[config.mk]
export PLATFORM = sky130hd
export DESIGN_NAME = coder_sched
export DESIGN_NICKNAME = d
export VERILOG_FILES = /design/src/rtl/coder_pkg.sv /design/src/rtl/coder_tick.sv /design/src/rtl/coder_sched.sv
export SDC_FILE = /design/constraint.sdc
export NUM_CORES = 1
export LEC_CHECK = 0
export BUFFER_PORTS_ARGS = -buffer_cell sky130_fd_sc_hd__buf_2
export CAP_MARGIN = 20
export CORE_MARGIN = 2
export CORE_UTILIZATION = 45
export CTS_CLUSTER_DIAMETER = 30
export DETAILED_ROUTE_END_ITERATION = 10
export PLACE_DENSITY = 0.78
export SLEW_MARGIN = 30
export SYNTH_ARGS = -nofsm -noshare
export SYNTH_HDL_FRONTEND = slang
export SYNTH_HIERARCHICAL = 1
export SYNTH_SLANG_ARGS = --single-unit
[constraint.sdc]
create_clock -name clk -period 4.4 [get_ports clk]
set_clock_uncertainty 0.15 [all_clocks]
set_input_delay 0.88 -clock clk [delete_from_list [all_inputs] [get_ports clk]]
set_output_delay 0.88 -clock clk [all_outputs]
set_load 0.05 [all_outputs]
[src/rtl/coder_pkg.sv]
// coder_pkg: shared types and constants for the coder position counter and its
// sampling scheduler (coder_sched).
package coder_pkg;

  // Scheduler state encoding
  typedef enum logic [1:0] {
    ST_IDLE  = 2'd0,
    ST_PRIME = 2'd1,
    ST_RUN   = 2'd2,
    ST_FAULT = 2'd3
  } sched_state_t;

  localparam int         POS_W   = 16;
  localparam int         SEQ_W   = 8;
  localparam logic [7:0] OVR_MAX = 8'hFF;

  // Quadrature decode modes used by coder
  localparam logic [1:0] TYPE_X1  = 2'd0;
  localparam logic [1:0] TYPE_X2  = 2'd1;
  localparam logic [1:0] TYPE_X4  = 2'd2;
  localparam logic [1:0] TYPE_CNT = 2'd3;

endpackage

[src/rtl/coder_tick.sv]
// coder_tick: microsecond tick generator. Counts 0..CLK_PER_US-1 and pulses
// tick on the last count. A synchronous clr holds the count at zero and
// suppresses the tick, so the first tick after clr falls CLK_PER_US cycles later.
module coder_tick #(
  parameter int CLK_PER_US = 80
) (
  input  logic clk,
  input  logic rst_n,
  input  logic clr,
  output logic tick
);

  localparam int CW = $clog2(CLK_PER_US);
  localparam logic [CW-1:0] LAST = CW'(CLK_PER_US - 1);

  logic [CW-1:0] cnt_reg;

  // Free-running modulo-CLK_PER_US counter, restarted by clr
  always_ff @(posedge clk or negedge rst_n) begin
    if (!rst_n)              cnt_reg <= '0;
    else if (clr)            cnt_reg <= '0;
    else if (cnt_reg == LAST) cnt_reg <= '0;
    else                     cnt_reg <= cnt_reg + 1'b1;
  end

  assign tick = !clr && (cnt_reg == LAST);

endmodule

[src/rtl/coder_sched.sv]
// coder_sched: periodic sampler of the coder position count. Every per_lat
// microseconds it snapshots pco, computes the delta from the last accepted
// snapshot and offers it on a valid/ready handshake; strobes that find the
// output slot occupied are counted in ovr_cnt.
// Optional feature macro: CODER_SCHED_VEL_LIMIT_EN (velocity-limit fault).
module coder_sched
  import coder_pkg::*;
#(
  parameter int U_DLY      = 1,
  parameter int CLK_PER_US = 80
) (
  input  logic             clk,
  input  logic             rst_n,
  input  logic             en,
  input  logic [15:0]      period_us,
  input  logic [POS_W-1:0] pco,
  input  logic [15:0]      vel_limit,
  output logic             smp_valid,
  input  logic             smp_ready,
  output logic [POS_W-1:0] smp_pos,
  output logic [POS_W-1:0] smp_delta,
  output logic [SEQ_W-1:0] smp_seq,
  output logic [7:0]       ovr_cnt,
  output logic             busy,
  output logic             vel_fault
);

  // U_DLY only shapes behavioural models; registers here carry no delay.
  if (U_DLY < 0) begin : g_neg_dly_ignored
  end

  sched_state_t     state_reg, state_next;
  logic             busy_reg;
  logic [15:0]      per_lat_reg, per_cnt_reg;
  logic [POS_W-1:0] prev_reg, pos_reg, delta_reg;
  logic [SEQ_W-1:0] seq_reg;
  logic [7:0]       ovr_reg;
  logic             valid_reg;
  logic             tick, strobe, take, load, drop, fault_hit;
  logic [POS_W-1:0] delta_next;

  coder_tick #(.CLK_PER_US(CLK_PER_US)) u_tick (
    .clk   (clk),
    .rst_n (rst_n),
    .clr   (state_reg != ST_RUN),
    .tick  (tick)
  );

  assign strobe     = tick && (per_cnt_reg == per_lat_reg - 16'd1);
  assign take       = en && (state_reg == ST_RUN) && strobe;
  assign load       = take && (!valid_reg || smp_ready);
  assign drop       = take && valid_reg && !smp_ready;
  assign delta_next = pco - prev_reg;

`ifdef CODER_SCHED_VEL_LIMIT_EN
  logic [15:0] lim_lat_reg;
  logic        vel_fault_reg;
  logic [16:0] delta_sx, delta_abs;
  assign delta_sx  = {delta_next[15], delta_next};
  assign delta_abs = delta_next[15] ? (~delta_sx + 17'd1) : delta_sx;
  assign fault_hit = load && (delta_abs > {1'b0, lim_lat_reg});

  // Velocity-limit threshold latched at PRIME; sticky fault cleared by en=0
  always_ff @(posedge clk or negedge rst_n) begin
    if (!rst_n) begin
      lim_lat_reg   <= '0;
      vel_fault_reg <= 1'b0;
    end else begin
      if (en && state_reg == ST_PRIME) lim_lat_reg <= vel_limit;
      if (!en)            vel_fault_reg <= 1'b0;
      else if (fault_hit) vel_fault_reg <= 1'b1;
    end
  end
  assign vel_fault = vel_fault_reg;
`else
  logic unused_vel_limit;
  assign unused_vel_limit = ^vel_limit;
  assign fault_hit        = 1'b0;
  assign vel_fault        = 1'b0;
`endif

  // Next-state logic; en=0 forces IDLE from any state
  always_comb begin
    state_next = state_reg;
    case (state_reg)
      ST_IDLE:  if (en) state_next = ST_PRIME;
      ST_PRIME: state_next = ST_RUN;
      ST_RUN:   if (fault_hit) state_next = ST_FAULT;
      ST_FAULT: state_next = ST_FAULT;
      default:  state_next = ST_IDLE;
    endcase
    if (!en) state_next = ST_IDLE;
  end

  // State register and busy flag registered from the next state
  always_ff @(posedge clk or negedge rst_n) begin
    if (!rst_n) begin
      state_reg <= ST_IDLE;
      busy_reg  <= 1'b0;
    end else begin
      state_reg <= state_next;
      busy_reg  <= (state_next != ST_IDLE);
    end
  end

  // Period latch and period counter (ticks 0..per_lat-1, wraps on strobe)
  always_ff @(posedge clk or negedge rst_n) begin
    if (!rst_n) begin
      per_lat_reg <= 16'd1;
      per_cnt_reg <= '0;
    end else if (en && state_reg == ST_PRIME) begin
      per_lat_reg <= (period_us == 16'd0) ? 16'd1 : period_us;
      per_cnt_reg <= '0;
    end else if (state_reg == ST_RUN && tick) begin
      per_cnt_reg <= strobe ? 16'd0 : per_cnt_reg + 16'd1;
    end
  end

  // Sample slot: reference position, output data, valid handshake, overruns
  always_ff @(posedge clk or negedge rst_n) begin
    if (!rst_n) begin
      prev_reg  <= '0;
      pos_reg   <= '0;
      delta_reg <= '0;
      seq_reg   <= '0;
      ovr_reg   <= '0;
      valid_reg <= 1'b0;
    end else begin
      if (en && state_reg == ST_PRIME) begin
        prev_reg <= pco;
        seq_reg  <= '0;
        ovr_reg  <= '0;
      end else if (load) begin
        prev_reg  <= pco;
        pos_reg   <= pco;
        delta_reg <= delta_next;
        seq_reg   <= seq_reg + 1'b1;
      end else if (drop && ovr_reg != OVR_MAX) begin
        ovr_reg <= ovr_reg + 8'd1;
      end

      if (!en)                         valid_reg <= 1'b0;
      else if (load)                   valid_reg <= 1'b1;
      else if (valid_reg && smp_ready) valid_reg <= 1'b0;
    end
  end

  assign smp_valid = valid_reg;
  assign smp_pos   = pos_reg;
  assign smp_delta = delta_reg;
  assign smp_seq   = seq_reg;
  assign ovr_cnt   = ovr_reg;
  assign busy      = busy_reg;

endmodule
### After elaboration in Yosys (flattened, before gate mapping)

Index checks and enable logic that the tools add are counted.

| word-level totals | value |
|---|---|
| bits in registers | 107 |
| input bits | 52 |
| output and inout port bits | 51 |
| word-level logic and storage cells | 68 |

| operators by class | value |
|---|---|
| add/sub/neg operators | 6 |
| equality and inequality tests | 9 |
| multiplexer cells | 18 |
| bitwise operators | 1 |
| reductions and logical operators | 23 |

Operators by type and width:

| operator | count |
|---|---|
| 16-bit two-way mux | 6 |
| 8-bit two-way mux | 5 |
| 16-bit by 1-bit adder with 16-bit output, second input constant | 1 |
| 8-bit by 1-bit adder with 8-bit output, second input constant | 2 |
| 16-bit == test | 1 |
| 16-bit zero test | 1 |
| 16-bit by 1-bit subtractor with 16-bit output, second input constant | 1 |
| 16-bit subtractor | 1 |
| 7-bit two-way mux | 2 |
| 1-bit logical AND | 11 |
| 8-bit != test, second input constant | 1 |
| 2-bit case mux with 4 select lines | 1 |
| 2-bit nonzero test | 4 |
| 7-bit by 1-bit adder with 7-bit output, second input constant | 1 |
| 7-bit == test, second input constant | 1 |
| 2-bit == test, second input constant | 2 |
| 2-bit AND reduction | 2 |
| 1-bit zero test | 3 |
| 1-bit two-way mux | 3 |
| 3-bit by 1-bit != test with 1-bit output, second input constant | 1 |
| 2-bit by 1-bit == test with 1-bit output, second input constant | 1 |
| 2-bit zero test | 1 |
| 2-bit two-way mux | 1 |
| 2-bit by 1-bit != test with 1-bit output, second input constant | 1 |
| other kinds (3) | 3 |

### Depth between registers and ports, before layout

| depth | value |
|---|---|
| word-level depth | 11 |
| gate-level depth with buffers | 15 |
| mapped depth without buffers | 11 |

### Modules after synthesis

The synthesis kept the hierarchy.

By module, submodules not included:

| module | instances | cells an instance | area each (um^2) | sequential area each (um^2) |
|---|---|---|---|---|
| coder_sched | 1 | 591 | 5,666.7 | 2,503.7 |
| coder_tick | 1 | 33 | 342.8 | 175.2 |

### Worst setup path after synthesis

No wires, ideal clock.

| timing path | value |
|---|---|
| path kind | register to register |
| start point | reg per_lat_reg[1] |
| end point | reg prev_reg[10] |
| library setup time | 125 ps |
| arrival time | 3,038 ps |
| data required time | 4,125 ps |
| path slack | 1,087 ps |
| cell stages (with the launch flop) | 16 |
| buffers on the path | 5 |
| period minus slack after synthesis | 3,313 ps |
| cell sequence | dfrtp_1 > inv_1 > ha_1 > buf_2 > nor4b_4 > nand4_1 > and3_1 > o31a_1 > or2_0 > clkbuf_2 > and4_4 > buf_6 > or2_1 > buf_6 > buf_6 > mux2_4 |

| on the way | value |
|---|---|
| longest elaborated chain between the ends | 6 |

RTL lines:

| what | line | RTL |
|---|---|---|
| start, declared | coder_sched.sv:34 | `logic [15:0] per_lat_reg, per_cnt_reg;` |
| start signal, assigned | coder_sched.sv:112 | `per_lat_reg <= (period_us == 16'd0) ? 16'd1 : period_us;` |
| 16-bit by 1-bit subtractor with 16-bit output | coder_sched.sv:49 | `assign strobe = tick && (per_cnt_reg == per_lat_reg - 16'd1);` |
| 16-bit == test | coder_sched.sv:49 |  |
| 1-bit logical AND | coder_sched.sv:49 |  |
| 1-bit logical AND | coder_sched.sv:50 | `assign take = en && (state_reg == ST_RUN) && strobe;` |
| 1-bit logical AND | coder_sched.sv:51 | `assign load = take && (!valid_reg \|\| smp_ready);` |
| 2-bit nonzero test (no source line) | -- |  |
| end signal, assigned | coder_sched.sv:130 | `prev_reg <= pco;` |
| end signal, assigned | coder_sched.sv:134 | `prev_reg <= pco;` |
| end, declared | coder_sched.sv:35 | `logic [POS_W-1:0] prev_reg, pos_reg, delta_reg;` |

Every way passes these cells.
A chain may end at the register's enable or synchronous reset.

### Final worst setup path

| timing path | value |
|---|---|
| start point | reg state_reg[0] |
| end point | reg prev_reg[0] |

| on the way | value |
|---|---|
| longest elaborated chain between the ends | 7 |
| elaborated cells between the ends (all ways) | 12 |
| classes of those cells | 3 x eq/ne; 1 x mux; 8 x reduce/logical |

RTL lines:

| what | line | RTL |
|---|---|---|
| start, declared | coder_sched.sv:32 | `sched_state_t state_reg, state_next;` |
| start signal, assigned | coder_sched.sv:101 | `state_reg <= state_next;` |
| 2-bit != test | coder_sched.sv:45 | `.clr (state_reg != ST_RUN),` |
| 1-bit zero test | coder_tick.sv:26 | `assign tick = !clr && (cnt_reg == LAST);` |
| 1-bit logical AND | coder_tick.sv:26 |  |
| via tick | coder_sched.sv:39 | `logic tick, strobe, take, load, drop, fault_hit;` |
| 1-bit logical AND | coder_sched.sv:49 |  |
| 1-bit logical AND | coder_sched.sv:50 |  |
| 1-bit logical AND | coder_sched.sv:51 |  |
| 2-bit nonzero test (no source line) | -- |  |

The timed path passes the listed nets, and every way through them passes these cells.

==> impl_metrics.yaml <==
clock_network:
  post_cts_buffers: 0
  cts_sinks: 107
  cts_tree: "built"
  cts_root_buffer: "clkbuf_16"
  htree_levels: 3
  clock_latency_ns: 0.36
  clk_path_buf_depth: 2
  hold_buffers: 0
  cts_resized: 0
  cts_buffers: 9
  clk_pin_slew_ns: 0.08
layout:
  synthToLayoutAreaGrowth_pct: 14.5
  drive_above_1_share: 0.220
  stdcell_area_mm2: 0.00688
  fin_cells: 886
  diodes: 0
  nNetsFinal: 781
sta:
  rsz0062_at_grt: "no"
  finalSetupTns_ns: 0
  layout_setup_ws_ns: 0.543
  drv_slew: 0
  slew_headroom: 0.502
  finalSetupViolCount: 0
  worst_slew_pin_slew_ns: 0.740
  period_minus_slack_ns: 3.86
  hold_viol: 0
  timing.fmax_mhz: 259
  fin_crit_sh: 0.876
drt:
  viasPerCell: 5.38
  drtPass1Iterations: 4
  vias: 4770
  routedWlPerCell_um: 14.3
  routed_wl_mm: 12.6
  ant_nets: 0
  drt_iter0_markers: 266
  drcViolationCount: 0
worst_setup_path:
  crit_start: "state_reg[0]"
  rrSetupSlack_ns: 0.54
  r2r_start: "state_reg[0]"
  critPathMaxFanout: 19
  worstPathRequired_ns: 4.49
  cp-end-kind: "flip-flop"
  startpoint_type: "flip-flop"
  crit_arrival_ns: 3.95
  critPathKind: "reg2reg"
synth:
  yosys-top-cells-count: "106 x dfrtp_1, 87 x nand2_1, 50 x o21ai_0"
  syn_area_mm2: 0.00601
  ys_seq_elements: 107
  synthAdderAreaFrac: 0.0512
  syn_area_per_cell_um2: 9.63
  synth_area_leaders: "dfrtp_1 44%, nand2_1 5.4%, ha_1 4.8%, mux2_2 4.5%, o21ai_0 4.2%"
  synth-edff-count: 0
  yosysMostFrequentCell: "dfrtp_1"
  synthMuxAreaShare: 0.0716
  synth_top_family_by_area: "simple AND/OR/NAND/NOR gates"
  synth_top_area_share: 0.441
  syn_inst: 624
  synth_compound_area_frac: 0.142
  yosysTopAreaCell: "dfrtp_1"
  mappedNetlistNets: 700
  synth_cell_types: 63
  yosysWarningCount: 6
  synth_ff_type: "dfrtp_1"
  synthXorXnorAreaFrac: 0.0568
  ys_seq_area_frac: 0.446
  yosys.area_share.simple: 0.189
  synthArstFlopShare: 1.00
power_and_ir_drop:
  p_leak_nw: 3.38
  ir_drop_mv: 0.352
  power_density_mw_per_mm2: 477
  power_w: 0.00329
job:
  maxCapViolCount: 0
floorplan:
  dieHeight_um: 120
  pin_count: 103
  fp.coreArea_mm2: 0.0131
  rows: 42
  initial_core_util: 0.457
  die_w_um: 120
  die-area_mm2: 0.0143
grt:
  grt_pass1_wl_mm: 22.1
  grt_max_degree: 55
  antenna_found_initial: 0
  overflow: 0
  grt_pass1_vias: 4702
  grt_usage: 0.189
min_path:
  min_from: "u_tick/cnt_reg[0]"
  hold_path_class: "reg2reg"
place:
  port_buffers: 85
  place_congestion: 0.850
  place_inst: 870
  dpl_cell_area_mm2: 0.00660
  pre_cts_ws_ns: 0.573
  place_hpwl_mm: 9.10
status:
  status: "completed"
## layer usage
layer	share of wire	global-route usage	wire, µm
met1	0.46	0.250	5780
met2	0.48	0.311	6060
met3	0.049	0.0428	621
met4	0.013	0.0588	162
met5	0	0	0
## critical path: stages, from the launching register on
cell and delay [ns]:
dfrtp_1 0.38, inv_1 0.08, ha_1 0.28, inv_1 0.12, nor4_1 0.67, nand3_1 0.16
nor4_1 0.33, o211ai_1 0.16, nor4_2 0.28, and4_4 0.35, or2_1 0.12, buf_4 0.30
mux2_2 0.37
## path summary, 6_finish.rpt
| check | endpoint | cells after the start |
|---|---|---|
| setup / recovery | prev_reg[0] | 12 |
| hold / removal | u_tick/cnt_reg[0] | 1 |
| setup reg to reg | prev_reg[0] | 12 |
| hold reg to reg | u_tick/cnt_reg[0] | 1 |
| max in group asynchronous | per_lat_reg[0] | 2 |
| min in group asynchronous | per_lat_reg[3] | 1 |
## cells by family after synthesis
logic type               Yosys count
buffers and inverters             58
multiplexers                      37
other                              1
XOR/XNOR                          39
AO/OA/AOI/OAI                    135
flip-flops                       107
AND/OR/NAND/NOR                  223
adder cells (fa/ha/maj)           24
## final cells by class
cell class / instances / area (µm²)
multi-input cells: 459 / 3080
clock buffers: 10 / 229
clock inverters: 6 / 57.6
well taps: 176 / 220
fillers: 1242 / 6250
flip-flops and latches: 107 / 2680
inverters: 35 / 131
repair buffers: 93 / 488
## through the flow
| stage | hold slack (ns) | util |
|---|---|---|
| after floorplan | 0.283 | - |
| after global placement | 0.303 | 0.502 |
| after detailed placement | 0.303 | 0.502 |
| after CTS | 0.311 | 0.524 |
| after global routing | 0.349 | 0.524 |
| final | 0.306 | 0.524 |
## layout by cell type, fill, tap and decap left out, types with 3 or more instances in the layout
cell       Yosys  final
xor2_1        17     17
or3_1          4      4
nand4_1       12     12
clkbuf_16      0      9
buf_4          1      9
mux2_4         6      6
nor2b_1        8      8
a31oi_1        4      4
o21ai_0       50     50
inv_8          0      3
a21o_1         7      7
o31ai_1        3      3
and4_1         4      4
ha_1          23     23
a21boi_0       3      3
dfrtp_1      106    106
a211oi_1      11     11
mux2_2        24     24
a31o_2         4      4
buf_2          3     84
nor3_1         9      9
or2_2          4      4
nand2b_1      10     10
and3_1        14     14
a21oi_1       27     26
xnor2_1       22     22
nor2_1        30     30
inv_1         35     35
nand3_1       16     16
or4_1          3      3
nor4_1         9      9
mux2i_1        7      7
a22o_1         4      4
nand2_1       87     87
o21a_1         4      4
## power by group
part | switching [W] | internal [W]
clock | 0.000387 | 0.000397
sequential | 0.000155 | 0.00114
combinational | 0.000662 | 0.000542
No activity file was read; power rests on OpenSTA's default activity.
